[src/rtl/uart_rx_param.sv]
// uart_rx_param: parametrised UART frame receiver. Samples a pre-synchronised
// serial line at mid-bit using an oversampling tick counter. Handles optional
// even/odd parity and one or two stop bits. Reports good frames, parity
// errors, framing errors and line breaks as one-cycle registered pulses.
module uart_rx_param #(
   parameter int DATA_BITS    = 8,
   parameter int CLKS_PER_BIT = 1,
   parameter int PARITY_EN    = 0,
   parameter int PARITY_ODD   = 0,
   parameter int STOP_BITS    = 1
) (
   input  logic                 clk,
   input  logic                 reset,
   input  logic                 signal,
   output logic                 valid,
   output logic [DATA_BITS-1:0] data,
   output logic                 parity_err,
   output logic                 frame_err,
   output logic                 break_det,
   output logic                 busy
);

   localparam int HALF   = (CLKS_PER_BIT - 1) / 2;
   localparam int TICK_W = $clog2(CLKS_PER_BIT + 1);
   localparam int BIT_W  = $clog2(DATA_BITS + 1);

   localparam logic [TICK_W-1:0] TICK_HALF = TICK_W'(HALF);
   localparam logic [TICK_W-1:0] TICK_FULL = TICK_W'(CLKS_PER_BIT - 1);
   localparam logic [BIT_W-1:0]  DATA_LAST = BIT_W'(DATA_BITS - 1);
   localparam logic [BIT_W-1:0]  STOP_LAST = BIT_W'(STOP_BITS - 1);
   localparam logic              HAS_PAR   = (PARITY_EN != 0);
   localparam logic              ODD_PAR   = (PARITY_ODD != 0);

   typedef enum logic [2:0] {
      S_IDLE,
      S_START,
      S_DATA,
      S_PARITY,
      S_STOP,
      S_WAIT_HIGH
   } state_t;

   state_t               state_q;
   logic [TICK_W-1:0]    tick_q;
   logic [BIT_W-1:0]     bitCnt_q;
   logic [DATA_BITS-1:0] shift_q;
   logic [DATA_BITS-1:0] data_q;
   logic                 parBit_q;
   logic                 stopBad_q;
   logic                 valid_q;
   logic                 parityErr_q;
   logic                 frameErr_q;
   logic                 breakDet_q;

   logic [TICK_W-1:0]    tickDec_d;
   logic                 stopBad_d;
   logic                 parityOk_d;
   logic                 lineDead_d;

   // Per-cycle decodes shared by the receive state machine: decremented tick,
   // running stop-bit verdict, parity verdict and "whole frame was low".
   always_comb begin
      tickDec_d  = tick_q - 1'b1;
      stopBad_d  = stopBad_q | ~signal;
      parityOk_d = (((^shift_q) ^ parBit_q) == ODD_PAR);
      lineDead_d = (shift_q == '0) && !(HAS_PAR && parBit_q);
   end

   // Receive state machine. The start-detection edge already counts as the
   // first of the HALF cycles, so START acts when the decremented tick hits
   // zero; this lands every sample HALF + n*CLKS_PER_BIT cycles after detection.
   always_ff @(posedge clk or negedge reset) begin
      if (!reset) begin
         state_q     <= S_IDLE;
         tick_q      <= '0;
         bitCnt_q    <= '0;
         shift_q     <= '0;
         data_q      <= '0;
         parBit_q    <= 1'b0;
         stopBad_q   <= 1'b0;
         valid_q     <= 1'b0;
         parityErr_q <= 1'b0;
         frameErr_q  <= 1'b0;
         breakDet_q  <= 1'b0;
      end else begin
         valid_q     <= 1'b0;
         parityErr_q <= 1'b0;
         frameErr_q  <= 1'b0;
         breakDet_q  <= 1'b0;
         case (state_q)
            S_IDLE: begin
               if (!signal) begin
                  bitCnt_q  <= '0;
                  stopBad_q <= 1'b0;
                  if (HALF == 0) begin
                     state_q <= S_DATA;
                     tick_q  <= TICK_FULL;
                  end else begin
                     state_q <= S_START;
                     tick_q  <= TICK_HALF;
                  end
               end
            end
            S_START: begin
               tick_q <= tickDec_d;
               if (tickDec_d == '0) begin
                  if (signal) begin
                     state_q <= S_IDLE;
                  end else begin
                     state_q <= S_DATA;
                     tick_q  <= TICK_FULL;
                  end
               end
            end
            S_DATA: begin
               if (tick_q == '0) begin
                  shift_q <= {signal, shift_q[DATA_BITS-1:1]};
                  tick_q  <= TICK_FULL;
                  if (bitCnt_q == DATA_LAST) begin
                     bitCnt_q <= '0;
                     if (HAS_PAR) begin
                        state_q <= S_PARITY;
                     end else begin
                        state_q <= S_STOP;
                     end
                  end else begin
                     bitCnt_q <= bitCnt_q + 1'b1;
                  end
               end else begin
                  tick_q <= tickDec_d;
               end
            end
            S_PARITY: begin
               if (tick_q == '0) begin
                  parBit_q <= signal;
                  tick_q   <= TICK_FULL;
                  state_q  <= S_STOP;
               end else begin
                  tick_q <= tickDec_d;
               end
            end
            S_STOP: begin
               if (tick_q == '0) begin
                  if (bitCnt_q == STOP_LAST) begin
                     bitCnt_q  <= '0;
                     stopBad_q <= 1'b0;
                     if (stopBad_d) begin
                        frameErr_q <= 1'b1;
                        breakDet_q <= lineDead_d;
                        state_q    <= S_WAIT_HIGH;
                     end else if (HAS_PAR && !parityOk_d) begin
                        parityErr_q <= 1'b1;
                        state_q     <= S_IDLE;
                     end else begin
                        valid_q <= 1'b1;
                        data_q  <= shift_q;
                        state_q <= S_IDLE;
                     end
                  end else begin
                     stopBad_q <= stopBad_d;
                     bitCnt_q  <= bitCnt_q + 1'b1;
                     tick_q    <= TICK_FULL;
                  end
               end else begin
                  tick_q <= tickDec_d;
               end
            end
            S_WAIT_HIGH: begin
               if (signal) begin
                  state_q <= S_IDLE;
               end
            end
            default: begin
               state_q <= S_IDLE;
            end
         endcase
      end
   end

   assign valid      = valid_q;
   assign data       = data_q;
   assign parity_err = parityErr_q;
   assign frame_err  = frameErr_q;
   assign break_det  = breakDet_q;
   assign busy       = (state_q != S_IDLE);

endmodule

[config.mk]
export PLATFORM = sky130hd
export DESIGN_NAME = uart_rx_param
export DESIGN_NICKNAME = d
export VERILOG_FILES = /design/src/rtl/uart_rx_param.sv
export SDC_FILE = /design/constraint.sdc
export NUM_CORES = 1
export LEC_CHECK = 0
export ABC_CLOCK_PERIOD_IN_PS = 5000
export CORE_ASPECT_RATIO = 0.9
export CORE_MARGIN = 2
export CORE_UTILIZATION = 40
export CTS_CLUSTER_SIZE = 30
export DETAILED_ROUTE_END_ITERATION = 8
export PLACE_DENSITY = 0.62
export SKIP_LAST_GASP = 1
export SYNTH_ARGS = -nofsm -noshare
export SYNTH_HDL_FRONTEND = slang
export SYNTH_SLANG_ARGS = --single-unit
[constraint.sdc]
create_clock -name clk -period 5 [get_ports clk]
set_input_delay 1 -clock clk [delete_from_list [all_inputs] [get_ports clk]]
set_output_delay 1 -clock clk [all_outputs]
set_load 0.005 [all_outputs]
Word-level counts from Yosys, hierarchy flattened
Index checks and enable logic that the tools add are counted.
{"block": "word_totals", "reg_bits": 28, "inputBits": 3, "out_inout_bits": 13, "word_cells": 79}
{"block": "classes", "n_addsub": 2, "eq_ne": 14, "muxes": 36, "bitwise": 4, "reduce_logical": 14}
{"cell": "two-way mux 3 bit", "n": 9}
{"cell": "two-way mux 4 bit", "n": 5}
{"cell": "case mux 3 bit (6 select lines)", "n": 1}
{"cell": "two-way mux 1 bit", "n": 17}
{"cell": "inequality test 2 bit, second input constant", "n": 8}
{"cell": "case mux 4 bit (3 select lines)", "n": 1}
{"cell": "nonzero test 3 bit", "n": 3}
{"cell": "zero test 8 bit", "n": 1}
{"cell": "AND reduction 4 bit", "n": 2}
{"cell": "AND reduction 8 bit", "n": 1}
{"cell": "== test 3 x 2 -> 1 bit, second input constant", "n": 2}
{"cell": "== test 3 bit, second input constant", "n": 2}
{"cell": "adder 4 x 1 -> 4 bit, second input constant", "n": 1}
{"cell": "== test 4 x 3 -> 1 bit, second input constant", "n": 1}
{"cell": "zero test 4 bit", "n": 1}
{"cell": "AND reduction 2 bit", "n": 2}
{"cell": "== test 3 x 1 -> 1 bit, second input constant", "n": 1}
{"cell": "zero test 3 bit", "n": 1}
{"cell": "NOT 1 bit", "n": 3}
{"cell": "case mux 1 bit (3 select lines)", "n": 1}
{"cell": "AND reduction 3 bit", "n": 1}
{"cell": "OR reduction 3 bit", "n": 1}
{"cell": "two-way mux 2 bit", "n": 1}
{"cell": "case mux 1 bit (2 select lines)", "n": 1}
{"cell": "3 further kinds", "n": 3}

Logic depth before layout (Yosys ltp)
{"block": "logic_depth", "ltp_word": 6, "depth_mapped": 6, "depth_no_buf": 6}

Worst setup path before layout
OpenSTA, ideal clock, no wires.
{"block": "synth_timing", "kind": "input to register", "start": "in signal", "end": "reg data_q[0], in the netlist data[0]", "setup_ns": 0.125, "t_arrival_ns": 2.018, "required_ns": 4.875, "setup_slack_ns": 2.857, "path_stages": 4, "path_buffers": 1, "cell_sequence": "nand2b_1 or4_4 buf_6 mux2_4"}
{"block": "synth_via", "elab_chain_cells": 4}
{"element": "start: declaration", "line_no": "14", "text": "input logic signal,"}
{"element": "NOT 1 bit", "line_no": "64", "text": "stopBad_d = stopBad_q | ~signal;"}
{"element": "OR 1 bit", "line_no": "64"}
{"element": "NOT 1 bit (no line)"}
{"element": "AND reduction 4 bit (no line)"}
{"element": "end signal: assignment", "line_no": "156", "text": "data_q <= shift_q;"}
{"element": "end: declaration", "line_no": "47", "text": "logic [DATA_BITS-1:0] data_q;"}
No other way between the ends.
A chain may end at the register's enable or synchronous reset.

Worst setup path after layout
{"block": "layout_timing", "start": "reg state_q[2]", "end": "out busy"}
{"block": "layout_via", "elab_chain_cells": 1}
{"element": "start: declaration", "line_no": "43", "text": "state_t state_q;"}
{"element": "start signal: assignment", "line_no": "74", "text": "state_q <= S_IDLE;"}
{"element": "start signal: assignment", "line_no": "96", "text": "state_q <= S_DATA;"}
{"element": "start signal: assignment", "line_no": "99", "text": "state_q <= S_START;"}
{"element": "nonzero test 3 bit", "line_no": "185", "text": "assign busy = (state_q != S_IDLE);"}
{"element": "end: declaration", "line_no": "20", "text": "output logic busy"}
No other way between the ends.

==> results.md <==
- Crit path from: state_q[2]$_DFFE_PN0P_
- Grt met3 use: 3.39%
- Via/cell ratio: 5.23
- Status: completed
- Worst Tran Pin Value: 0.589 ns
- ANT cells: 0
- Site row count: 20
- Inserted Clock Buffers: 3
- VDD IR max: 286 uV
- Count of unique library cells instantiated by Yosys: 40
- Most common cell after layout, fill and taps aside: dfrtp_1
- CTS resizes: 0
- Clk sink count: 28
- Worst hold-check path type: reg2reg
- Clock Latency Late Sink: 0.27 ns
- Setup violators final: 0
- Maxcap violations: 0
- GRT overflow: 0
- Origin of the critical flop-to-flop path: bitCnt_q[0]$_DFFE_PN0P_
- DIE WIDTH: 66.2 um
- Worst slew margin: 60.5%
- Setup Skew: 0.0137 ns
- Clock transition at path regs: 0.08 ns
- Crit path kind: reg2out
- Leading cell types in the layout, fill and taps excluded: dfrtp_1, clkdlybuf4s50_1, mux2_2
- Final wirelength: 2380 um
- Die area: 3970 um2
- #FFs+latches synth: 28
- Fin. Hold Viols: 0
- EDFF count, synth: 0
- CTS tree: done
- GRT Total Usage: 13.4%
- H-Tree Depth: 1
- Io pins: 16
- WL per Instance: 13.8 um
- CTS max path bufs: 2
- Number of antenna-violating nets in the routed design: 0
- Via count: 900
- Mapped Area: 1390 um2
- Sum Neg Setup Slack: 0 ns
- Residual DRC: 0
- Post-DP HPWL: 1740 um
- Commonest register cell after synthesis: dfrtp_1
- Drt first-iter violations: 31
- Met2 Use GR: 19.9%
- PwrDens: 627 nW/um2
- Fillcell total: 323
- Yosys warns: 0
- Cts hold-fix bufs: 0
- Crit path max fanout: 17
- Synth-to-layout area growth: 16.2%
- Largest net degree at the start of global routing: 29
- Initial antenna violation count: 0
- Synth Instances: 116
- First-pass GRT wire length: 4020 um
- Crit path launch type: register
- Share of cells above drive strength 1: 21.9%
- RSZ-0062 raised after global routing: false
- Root Buffer: clkbuf_8
- Share of flip-flops with an asynchronous set or reset: 100%
- Fin nets: 134
- M1 GR Usage: 20.1%
- Pleak: 0.732 nW
- Critical Path Sink Type: output pin
- Syn avg cell area: 12.0 um2
- Min-Delay Startpoint: stopBad_q$_DFFE_PN0P_
- Worst Path Required: 4.00 ns
- Worst hold slack: 0.500 ns
- F_max: 369 MHz
- Tmin final: 2.71 ns
- Vias in the first global route: 844
- # Post-CTS Setup Buffers: 0
- WP data arrival: 1.71 ns
- Post-layout util: 48.2%
- Drt pass-1 iters: 4
- Slew Viols, Final: 0
- Register area share after synthesis: 50.3%
- Busiest grt layer: met1
- Die height: 60.0 um
- Initial Util: 41.5%
- Core Area: 3350 um2
- Gpl congestion: 0.737
- Final worst-path cycle share: 54.2%
- Syn_nets: 121
- Port Buffers: 14
## flip-flops by register name, indices dropped and copies added, names as in the netlist
register   count
state_q        3
frame_err      1
bitCnt_q       4
valid          1
stopBad_q      1
tick_q         1
data           8
shift_q        8
break_det      1
## report_power, final
part	leakage, nW	switching (mW)	internal [mW]
registers	0.358	0.102	0.316
clock network	0.0357	0.0662	0.107
logic	0.338	0.164	0.260
total	0.732	0.332	0.683
## final cells by class
cell class | instances | area (um2) | area share (%)
multi-input combinational | 75 | 621 | 38.4
tap | 44 | 55.1 | 3.40
inverter | 6 | 22.5 | 1.39
clock inverter | 1 | 30.0 | 1.86
sequential | 28 | 701 | 43.3
timing repair buffer | 15 | 148 | 9.13
clock buffer | 3 | 41.3 | 2.55
## path summary, 6_finish.rpt
kind                                            to  slack [ns]  cells after the start
min                          stopBad_q$_DFFE_PN0P_        0.50                      2
max in group asynchronous   shift_q[5]$_DFFE_PN0P_        3.63                      2
max reg2reg                 state_q[1]$_DFFE_PN0P_        2.91                      6
min in group asynchronous  bitCnt_q[1]$_DFFE_PN0P_        1.09                      2
min reg2reg                  stopBad_q$_DFFE_PN0P_        0.50                      2
max                                           busy        2.29                      2
## cells in the mapped netlist (2+ instances only)
cell / number / share of area, %
buf_6: 2 / 1.6
and3_1: 2 / 0.90
nor4_1: 2 / 0.90
nor3b_1: 2 / 1.1
nand2b_1: 4 / 1.8
mux2_4: 8 / 8.6
o21ai_0: 3 / 1.1
nand2_1: 7 / 1.9
ha_1: 2 / 1.8
buf_2: 3 / 1.1
mux2_2: 11 / 8.9
nand3_1: 3 / 1.1
inv_1: 6 / 1.6
o211ai_1: 4 / 2.2
dfrtp_1: 28 / 50
a31oi_1: 2 / 0.90
a21o_1: 2 / 1.1
nor3_1: 2 / 0.72
nor2_1: 2 / 0.54
## worst max-delay path: stages, from the launching register on
cell and delay (ns):
dfrtp_1 0.55, or3_1 0.45, clkdlybuf4s50_1 0.45
## cells by family (layout without fill, tap and decap cells)
family	count (synthesis)	after routing	synth area share [%]
adder cells (fa/ha/maj)	2	2	1.80
AO/OA/AOI/OAI	17	17	8.81
AND/OR/NAND/NOR	35	35	15.5
other	1	1	0.269
buffers and inverters	13	25	5.12
multiplexers	20	20	18.2
flip-flops	28	28	50.3
## per-layer routing
layer | wire (um) | part of all wire [%]
met5 | 0 | 0
met4 | 25 | 1.1
met3 | 75 | 3.2
met2 | 1060 | 45
met1 | 1210 | 51
## through the flow
| step | instance area, um2 | power, mW | setup slack, ns | std cells |
|---|---|---|---|---|
| floorplan | 1390 | 0.710 | 2.86 | 116 |
| global placement | 1550 | 0.837 | 2.24 | 168 |
| detailed placement | 1550 | 0.849 | 2.19 | 168 |
| CTS | 1620 | 1.02 | 2.29 | 172 |
| global route | 1620 | 1.09 | 2.21 | 172 |
| finish | 1620 | 1.01 | 2.29 | 172 |
(Power assumes the default switching activity.)
